--- src/rtl/pipeline_hazard_ctrl_pkg.sv ---
// Shared definitions for the pipeline hazard / sequencing controller.
//   - state_t     : controller state encoding
//   - NOP_INSTR   : instruction word a flushed pipeline register holds
//   - REG_ZERO    : hard-wired zero register index
//   - reg_is_live : true when a register index can carry a real dependency
package pipeline_hazard_ctrl_pkg;

  typedef enum logic [2:0] {
    ST_IDLE  = 3'd0,
    ST_BOOT  = 3'd1,
    ST_RUN   = 3'd2,
    ST_DRAIN = 3'd3,
    ST_HALT  = 3'd4
  } state_t;

  // The all-zero word decodes as a NOP, so a flushed register simply clears.
  localparam logic [31:0] NOP_INSTR = 32'h0000_0000;

  localparam logic [4:0] REG_ZERO = 5'd0;

  // Writes to r0 are discarded, so r0 can never create a hazard.
  function automatic logic reg_is_live(input logic [4:0] reg_idx);
    return (reg_idx != REG_ZERO);
  endfunction

endpackage

--- src/rtl/pipeline_hazard_ctrl_if.sv ---
// Bundle between the pipeline datapath and the hazard controller.
//   master : datapath side, drives EX/ID fields, start and endProgram,
//            receives the sequencing controls.
//   slave  : controller side, the mirror image.
interface pipeline_hazard_ctrl_if #(
  parameter int CNT_W = 16
);
  import pipeline_hazard_ctrl_pkg::*;

  logic             start;
  logic             memReadEx;
  logic             regWriteEx;
  logic [4:0]       rdEx;
  logic [4:0]       rs1Id;
  logic [4:0]       rs2Id;
  logic             useRs1Id;
  logic             useRs2Id;
  logic             branchRegId;
  logic             branchTaken;
  logic             jumpId;
  logic             endProgram;

  logic             pcSelect;
  logic             stall;
  logic             flushIfId;
  logic             flushIdEx;
  logic             running;
  logic             halted;
  logic [CNT_W-1:0] stallCount;

  modport master (
    output start, memReadEx, regWriteEx, rdEx, rs1Id, rs2Id, useRs1Id,
           useRs2Id, branchRegId, branchTaken, jumpId, endProgram,
    input  pcSelect, stall, flushIfId, flushIdEx, running, halted, stallCount
  );

  modport slave (
    input  start, memReadEx, regWriteEx, rdEx, rs1Id, rs2Id, useRs1Id,
           useRs2Id, branchRegId, branchTaken, jumpId, endProgram,
    output pcSelect, stall, flushIfId, flushIdEx, running, halted, stallCount
  );

endinterface

--- src/rtl/pipeline_hazard_ctrl_hazard_detect.sv ---
// Purely combinational hazard detection from the EX and ID fields.
//   lu_haz : the load in EX produces a register the ID instruction reads.
//   br_haz : a branch/jump-register in ID needs rs1 from the instruction in
//            EX; rs1 is consumed in ID where no forwarding path exists.
module pipeline_hazard_ctrl_hazard_detect
  import pipeline_hazard_ctrl_pkg::*;
(
  input  logic       mem_read_ex,
  input  logic       reg_write_ex,
  input  logic [4:0] rd_ex,
  input  logic [4:0] rs1_id,
  input  logic [4:0] rs2_id,
  input  logic       use_rs1_id,
  input  logic       use_rs2_id,
  input  logic       branch_reg_id,
  output logic       lu_haz,
  output logic       br_haz
);

  logic rd_live_s;
  logic rs1_match_s;
  logic rs2_match_s;

  assign rd_live_s   = reg_is_live(rd_ex);
  assign rs1_match_s = (rd_ex == rs1_id);
  assign rs2_match_s = (rd_ex == rs2_id);

  assign lu_haz = mem_read_ex & rd_live_s &
                  ((use_rs1_id & rs1_match_s) | (use_rs2_id & rs2_match_s));

  assign br_haz = branch_reg_id & reg_write_ex & rd_live_s & rs1_match_s;

endmodule

--- src/rtl/pipeline_hazard_ctrl.sv ---
// Sequencing controller for the fetch unit and IF/ID, ID/EX registers.
// Boots the PC from startAddress, stalls on load-use and branch-operand
// hazards, flushes wrong-path fetches, drains the pipe at end of program
// and counts hazard stall cycles (saturating).
// Ports:
//   clk    : rising-edge clock
//   resetN : asynchronous active-low reset
//   bus    : slave side of pipeline_hazard_ctrl_if (EX/ID fields, start,
//            endProgram in; pcSelect, stall, flushes, running, halted,
//            stallCount out)
module pipeline_hazard_ctrl
  import pipeline_hazard_ctrl_pkg::*;
#(
  parameter int DRAIN_CYCLES = 4,
  parameter int CNT_W        = 16
) (
  input  logic                  clk,
  input  logic                  resetN,
  pipeline_hazard_ctrl_if.slave bus
);

  localparam int DW = (DRAIN_CYCLES > 1) ? $clog2(DRAIN_CYCLES) : 1;
  localparam logic [DW-1:0]    DRAIN_LOAD = DW'(DRAIN_CYCLES - 1);
  localparam logic [CNT_W-1:0] CNT_MAX    = {CNT_W{1'b1}};

  state_t           state_r;
  logic [DW-1:0]    drain_cnt_r;
  logic [CNT_W-1:0] stall_count_r;

  logic lu_haz_s;
  logic br_haz_s;
  logic hazard_s;
  logic redirect_s;

  logic pc_select_s;
  logic stall_s;
  logic flush_if_id_s;
  logic flush_id_ex_s;
  logic running_s;
  logic halted_s;

  pipeline_hazard_ctrl_hazard_detect u_hazard_detect (
    .mem_read_ex   (bus.memReadEx),
    .reg_write_ex  (bus.regWriteEx),
    .rd_ex         (bus.rdEx),
    .rs1_id        (bus.rs1Id),
    .rs2_id        (bus.rs2Id),
    .use_rs1_id    (bus.useRs1Id),
    .use_rs2_id    (bus.useRs2Id),
    .branch_reg_id (bus.branchRegId),
    .lu_haz        (lu_haz_s),
    .br_haz        (br_haz_s)
  );

  assign hazard_s   = lu_haz_s | br_haz_s;
  assign redirect_s = bus.branchTaken | bus.jumpId;

  // State register, drain countdown and saturating stall counter.
  always_ff @(posedge clk or negedge resetN) begin
    if (!resetN) begin
      state_r       <= ST_IDLE;
      drain_cnt_r   <= {DW{1'b0}};
      stall_count_r <= {CNT_W{1'b0}};
    end else begin
      case (state_r)
        ST_IDLE, ST_HALT: begin
          if (bus.start) begin
            state_r       <= ST_BOOT;
            stall_count_r <= {CNT_W{1'b0}};
          end
        end
        ST_BOOT: begin
          state_r <= ST_RUN;
        end
        ST_RUN: begin
          if (hazard_s && (stall_count_r != CNT_MAX)) begin
            stall_count_r <= stall_count_r + CNT_W'(1);
          end
          // An end marker beside a redirect is wrong-path; beside a stall
          // it is simply seen again next cycle.
          if (bus.endProgram && !redirect_s && !hazard_s) begin
            state_r     <= ST_DRAIN;
            drain_cnt_r <= DRAIN_LOAD;
          end
        end
        ST_DRAIN: begin
          if (drain_cnt_r == {DW{1'b0}}) begin
            state_r <= ST_HALT;
          end else begin
            drain_cnt_r <= drain_cnt_r - DW'(1);
          end
        end
        default: begin
          state_r <= ST_IDLE;
        end
      endcase
    end
  end

  // Output decode from state and current hazard/redirect inputs.
  always_comb begin
    pc_select_s   = 1'b1;
    stall_s       = 1'b1;
    flush_if_id_s = 1'b1;
    flush_id_ex_s = 1'b1;
    running_s     = 1'b0;
    halted_s      = 1'b0;
    case (state_r)
      ST_IDLE: begin
        pc_select_s = 1'b1;
      end
      ST_BOOT: begin
        stall_s       = 1'b0;
        flush_if_id_s = 1'b0;
        flush_id_ex_s = 1'b0;
        running_s     = 1'b1;
      end
      ST_RUN: begin
        pc_select_s   = 1'b0;
        stall_s       = hazard_s;
        flush_id_ex_s = hazard_s;
        // Stall wins: the redirect is re-evaluated once the hazard clears.
        flush_if_id_s = ~hazard_s & redirect_s;
        running_s     = 1'b1;
      end
      ST_DRAIN: begin
        pc_select_s   = 1'b0;
        flush_id_ex_s = 1'b0;
        running_s     = 1'b1;
      end
      ST_HALT: begin
        halted_s = 1'b1;
      end
      default: begin
        halted_s = 1'b0;
      end
    endcase
  end

  assign bus.pcSelect   = pc_select_s;
  assign bus.stall      = stall_s;
  assign bus.flushIfId  = flush_if_id_s;
  assign bus.flushIdEx  = flush_id_ex_s;
  assign bus.running    = running_s;
  assign bus.halted     = halted_s;
  assign bus.stallCount = stall_count_r;

endmodule

--- src/flat_wrapper.sv ---
// flat-port wrapper written by rule: the top's interface ports become plain ports
module pipeline_hazard_ctrl_flat import pipeline_hazard_ctrl_pkg::*;
#(
  parameter int DRAIN_CYCLES = 4,
  parameter int CNT_W        = 16
)
  (clk, resetN, bus_start, bus_memReadEx, bus_regWriteEx, bus_rdEx, bus_rs1Id, bus_rs2Id, bus_useRs1Id, bus_useRs2Id, bus_branchRegId, bus_branchTaken, bus_jumpId, bus_endProgram, bus_pcSelect, bus_stall, bus_flushIfId, bus_flushIdEx, bus_running, bus_halted, bus_stallCount);
  pipeline_hazard_ctrl_if #(.CNT_W(CNT_W)) bus_i ();
  input  logic clk;
  input  logic resetN;
  input wire logic [$bits(bus_i.start)-1:0] bus_start;
  input wire logic [$bits(bus_i.memReadEx)-1:0] bus_memReadEx;
  input wire logic [$bits(bus_i.regWriteEx)-1:0] bus_regWriteEx;
  input wire logic [$bits(bus_i.rdEx)-1:0] bus_rdEx;
  input wire logic [$bits(bus_i.rs1Id)-1:0] bus_rs1Id;
  input wire logic [$bits(bus_i.rs2Id)-1:0] bus_rs2Id;
  input wire logic [$bits(bus_i.useRs1Id)-1:0] bus_useRs1Id;
  input wire logic [$bits(bus_i.useRs2Id)-1:0] bus_useRs2Id;
  input wire logic [$bits(bus_i.branchRegId)-1:0] bus_branchRegId;
  input wire logic [$bits(bus_i.branchTaken)-1:0] bus_branchTaken;
  input wire logic [$bits(bus_i.jumpId)-1:0] bus_jumpId;
  input wire logic [$bits(bus_i.endProgram)-1:0] bus_endProgram;
  output wire logic [$bits(bus_i.pcSelect)-1:0] bus_pcSelect;
  output wire logic [$bits(bus_i.stall)-1:0] bus_stall;
  output wire logic [$bits(bus_i.flushIfId)-1:0] bus_flushIfId;
  output wire logic [$bits(bus_i.flushIdEx)-1:0] bus_flushIdEx;
  output wire logic [$bits(bus_i.running)-1:0] bus_running;
  output wire logic [$bits(bus_i.halted)-1:0] bus_halted;
  output wire logic [$bits(bus_i.stallCount)-1:0] bus_stallCount;
  assign bus_i.start = bus_start;
  assign bus_i.memReadEx = bus_memReadEx;
  assign bus_i.regWriteEx = bus_regWriteEx;
  assign bus_i.rdEx = bus_rdEx;
  assign bus_i.rs1Id = bus_rs1Id;
  assign bus_i.rs2Id = bus_rs2Id;
  assign bus_i.useRs1Id = bus_useRs1Id;
  assign bus_i.useRs2Id = bus_useRs2Id;
  assign bus_i.branchRegId = bus_branchRegId;
  assign bus_i.branchTaken = bus_branchTaken;
  assign bus_i.jumpId = bus_jumpId;
  assign bus_i.endProgram = bus_endProgram;
  assign bus_pcSelect = bus_i.pcSelect;
  assign bus_stall = bus_i.stall;
  assign bus_flushIfId = bus_i.flushIfId;
  assign bus_flushIdEx = bus_i.flushIdEx;
  assign bus_running = bus_i.running;
  assign bus_halted = bus_i.halted;
  assign bus_stallCount = bus_i.stallCount;
  pipeline_hazard_ctrl #(.DRAIN_CYCLES(DRAIN_CYCLES), .CNT_W(CNT_W)) u_core (.clk(clk), .resetN(resetN), .bus(bus_i));
endmodule
--- config.mk ---
export PLATFORM = sky130hd
export DESIGN_NAME = pipeline_hazard_ctrl_flat
export DESIGN_NICKNAME = d
export VERILOG_FILES = /design/src/rtl/pipeline_hazard_ctrl_pkg.sv /design/src/rtl/pipeline_hazard_ctrl_if.sv /design/src/rtl/pipeline_hazard_ctrl_hazard_detect.sv /design/src/rtl/pipeline_hazard_ctrl.sv /design/src/flat_wrapper.sv
export SDC_FILE = /design/constraint.sdc
export NUM_CORES = 1
export LEC_CHECK = 0
export ABC_AREA = 1
export CORE_AREA = 2 2 62 64
export DETAILED_ROUTE_END_ITERATION = 12
export DIE_AREA = 0 0 64 66
export GPL_TIMING_DRIVEN = 0
export PLACE_DENSITY = 0.78
export SLEW_MARGIN = 10
export SYNTH_ARGS = -nofsm -noshare
export SYNTH_HDL_FRONTEND = slang
export SYNTH_SLANG_ARGS = --single-unit
--- constraint.sdc ---
create_clock -name clk -period 1.9 [get_ports clk]
set_input_delay 0.475 -clock clk [delete_from_list [all_inputs] [get_ports clk]]
set_output_delay 0.475 -clock clk [all_outputs]
set_load 0.03 [all_outputs]
==> impl_results.md <==
- Commonest non-fill, non-tap cell in the layout: nand2_1
- Via density: 4.90
- Hpwl dp: 3.05 mm
- Crit Path Max Fanout: 4
- Largest area contributor in the netlist: dfrtp_1
- WL final: 4.44 mm
- Unrepaired setup endpoints after global routing: true
- DRC: 0
- Core area: 3550 um2
- Total iterations of the first detailed-routing run: 4
- Final setup viols: 0
- GR Overflow Total: 0
- VDD IR max: 673 uV
- Syn Nets: 291
- Ports: 48
- Die W: 64 um
- Ys Warns: 0
- Placed Instances: 358
- EDFF count, synth: 0
- Area of the multi-input gates: 1020 um2
- Layout Cells excl Fill: 379
- ANT nets after route: 0
- Startpoint types: flop
- Syn Area/Cell: 6.15 um2
- Clock H-tree levels: 1
- Most frequent cells in the layout: nand2_1 (87), nor2_1 (35), inv_1 (29), nand3_1 (21), dfrtp_1 (19)
- Area share of the leading cell type in the synthesized netlist: 32.5%
- Die area: 4220 um2
- Largest net degree at the start of global routing: 22
- Clock power frac: 10.7%
- Status: finished, final reports clean
- PortBufs: 47
- Part of the cycle the worst path needs: 99.6%
- Rows: 22
- Yosys reg bits: 21
- Max Cap Viol: 0
- Setup crit end kind: output pin
- Per-cell routed wire length: 11.7 um
- Final Critical Period: 1.89 ns
- Netlist cell types: 27
- Most used flip-flop cell after synthesis: dfrtp_1
- Aggregate global-route resource usage: 22.1%
- Total negative slack: 0 ns
- Area Growth Syn to Fin: 46.3%
- HP Class: flop to flop
- Hold Startpoint: u_core.drain_cnt_r[0]
- Root Driver: clkbuf_4
- Req. time, crit path: 1.42 ns
- Fin. max-slew vios: 0
- Sequential fraction of the synthesis area: 32.5%
- Clock transition at path regs: 0.13 ns
- Fmax: 528 MHz
- Worst r2r src: u_core.state_r[2]
- Clock Skews: 0.00928 ns
- Critical path arrival: 1.42 ns
- Cts bufs inserted: 3
- Int Pwr: 1.12 mW
- First-pass GRT wire length: 7.38 mm
- Net switching power: 999 uW
- Async set-reset flop share out of synthesis: 100%
- Post-Synthesis Cells: 263
- Critical path class: flop to output pin
- RePlAce Congestion: 0.835
- Via count: 1,858
- Worst-Margin Slew: 0.924 ns
- Final Hold Viols: 0
- ANT cells: 0
- Layout filler cell count: 327
- Area contributors post-synth: dfrtp_1 (32%), nand2_1 (23%), nor2_1 (8.8%), inv_1 (8.4%), nand3_1 (7.7%)
- Clk Latency, worst-skew pair: 0.32 ns
- Leak Pwr: 1.35 nW
- Sw Share: 47.2%
- Max-slew headroom: 38.2%
- Post-Place Worst Slack: -0.943 ns
- Longest Clk Path Bufs: 2
- Final #Nets: 360
- Mapped cell area: 1620 um2
- Die Y: 66 um
- Register area: 528 um2
- Iter 0 DRT Violations: 92
- Comb pwr share: 62.0%
- CTS tree: done
- Initial Util: 45.6%
- Setup ws final: 0.00677 ns
- Vias in the first global route: 1,746
- Fin util: 66.7%
- CTS Sinks: 21
- PwrDens: 894 nW/um2
- Sequential Power Share: 27.3%
- CP startpoint: u_core.state_r[2]
- Share of post-route cells with drive strength above 1: 27.2%
- Initial antenna violation count: 0
-- repair_timing --
action,in CTS,in global routing
hold buffers,0,0
pin swaps,18,35
buffers inserted,8,10
gates resized for setup,87,79
setup endpoints to repair,30,24
-- worst max-delay path, stage by stage (launching register included) --
cell     delay, ns
dfrtp_1       0.45
inv_2         0.11
nand2_4       0.06
nor2_4        0.16
nand3_2       0.12
nand2_2       0.08
buf_6         0.12
-- flip-flops by register name, summed over array words and instances (netlist names) --
| name | flops |
|---|---|
| u_core.bus.stallCount | 16 |
| u_core.state_r | 3 |
| u_core.drain_cnt_r | 2 |
-- layer usage --
layer	up-vias	global-route usage, %	routed length, um
met5	-	0	0
met4	0	6.79	49
met3	6	4.26	222
met2	47	39.5	2240
met1	864	26.8	1920
li1	941	-	-
-- worst paths after layout --
| check | end | slack [ns] | depth (start not counted) |
|---|---|---|---|
| setup / recovery | bus_flushIdEx | 0.007 | 6 |
| hold / removal | u_core.drain_cnt_r[0] | 0.52 | 2 |
| setup reg to reg | u_core.bus.stallCount[7] | 0.12 | 11 |
| hold reg to reg | u_core.drain_cnt_r[0] | 0.52 | 2 |
| max in group asynchronous | u_core.bus.stallCount[0] | 0.61 | 1 |
| min in group asynchronous | u_core.bus.stallCount[9] | 0.66 | 1 |
-- cells by family (layout without fill, tap and decap cells) --
kind of cell,count (synthesis),after routing,synth area share (%)
AO/OA/AOI/OAI,8,8,2.78
buffers and inverters,42,110,10.3
XOR/XNOR,8,8,4.33
flip-flops,21,21,32.5
AND/OR/NAND/NOR,182,182,48.6
adder cells (fa/ha/maj),2,2,1.55
-- layout make-up --
type | instances | share of cell area, %
Clock buffer | 3 | 0.951
Tap cell | 48 | 2.54
Buffer | 3 | 0.634
Inverter | 38 | 6.24
Clock inverter | 1 | 0.211
Timing Repair Buffer | 65 | 24.2
Multi-Input combinational cell | 200 | 42.9
Sequential cell | 21 | 22.3
-- synthesized netlist by cell type (all sizes together), types with 2 or more instances --
| master | count |
|---|---|
| xnor2 | 2 |
| ha | 2 |
| nor3 | 3 |
| nor3b | 4 |
| o21ai | 3 |
| nand3 | 26 |
| nand4 | 2 |
| nor2 | 41 |
| dfrtp | 21 |
| a21oi | 3 |
| nand2 | 105 |
| xor2 | 6 |
| buf | 3 |
| inv | 38 |
-- power by group through the flow --
| stage | Combinational [mW] | Clock (mW) | Sequential [mW] |
|---|---|---|---|
| detailed placement | 1.04 | 0 | 0.575 |
| CTS | 1.08 | 0.234 | 0.561 |
| global route | 1.42 | 0.247 | 0.585 |
| global placement | 1.03 | 0 | 0.572 |
| floorplan | 0.655 | 0 | 0.582 |
| finish | 1.31 | 0.226 | 0.578 |
-- metrics by stage --
stage                     hold slack (ns)  cell area [um2]  power, mW
after floorplan                     0.179             1620       1.24
after global placement              0.487             2150       1.60
after detailed placement            0.490             2150       1.61
after CTS                           0.520             2210       1.87
after global routing                0.547             2370       2.25
final                               0.517             2370       2.12
(Power assumes the default switching activity.)
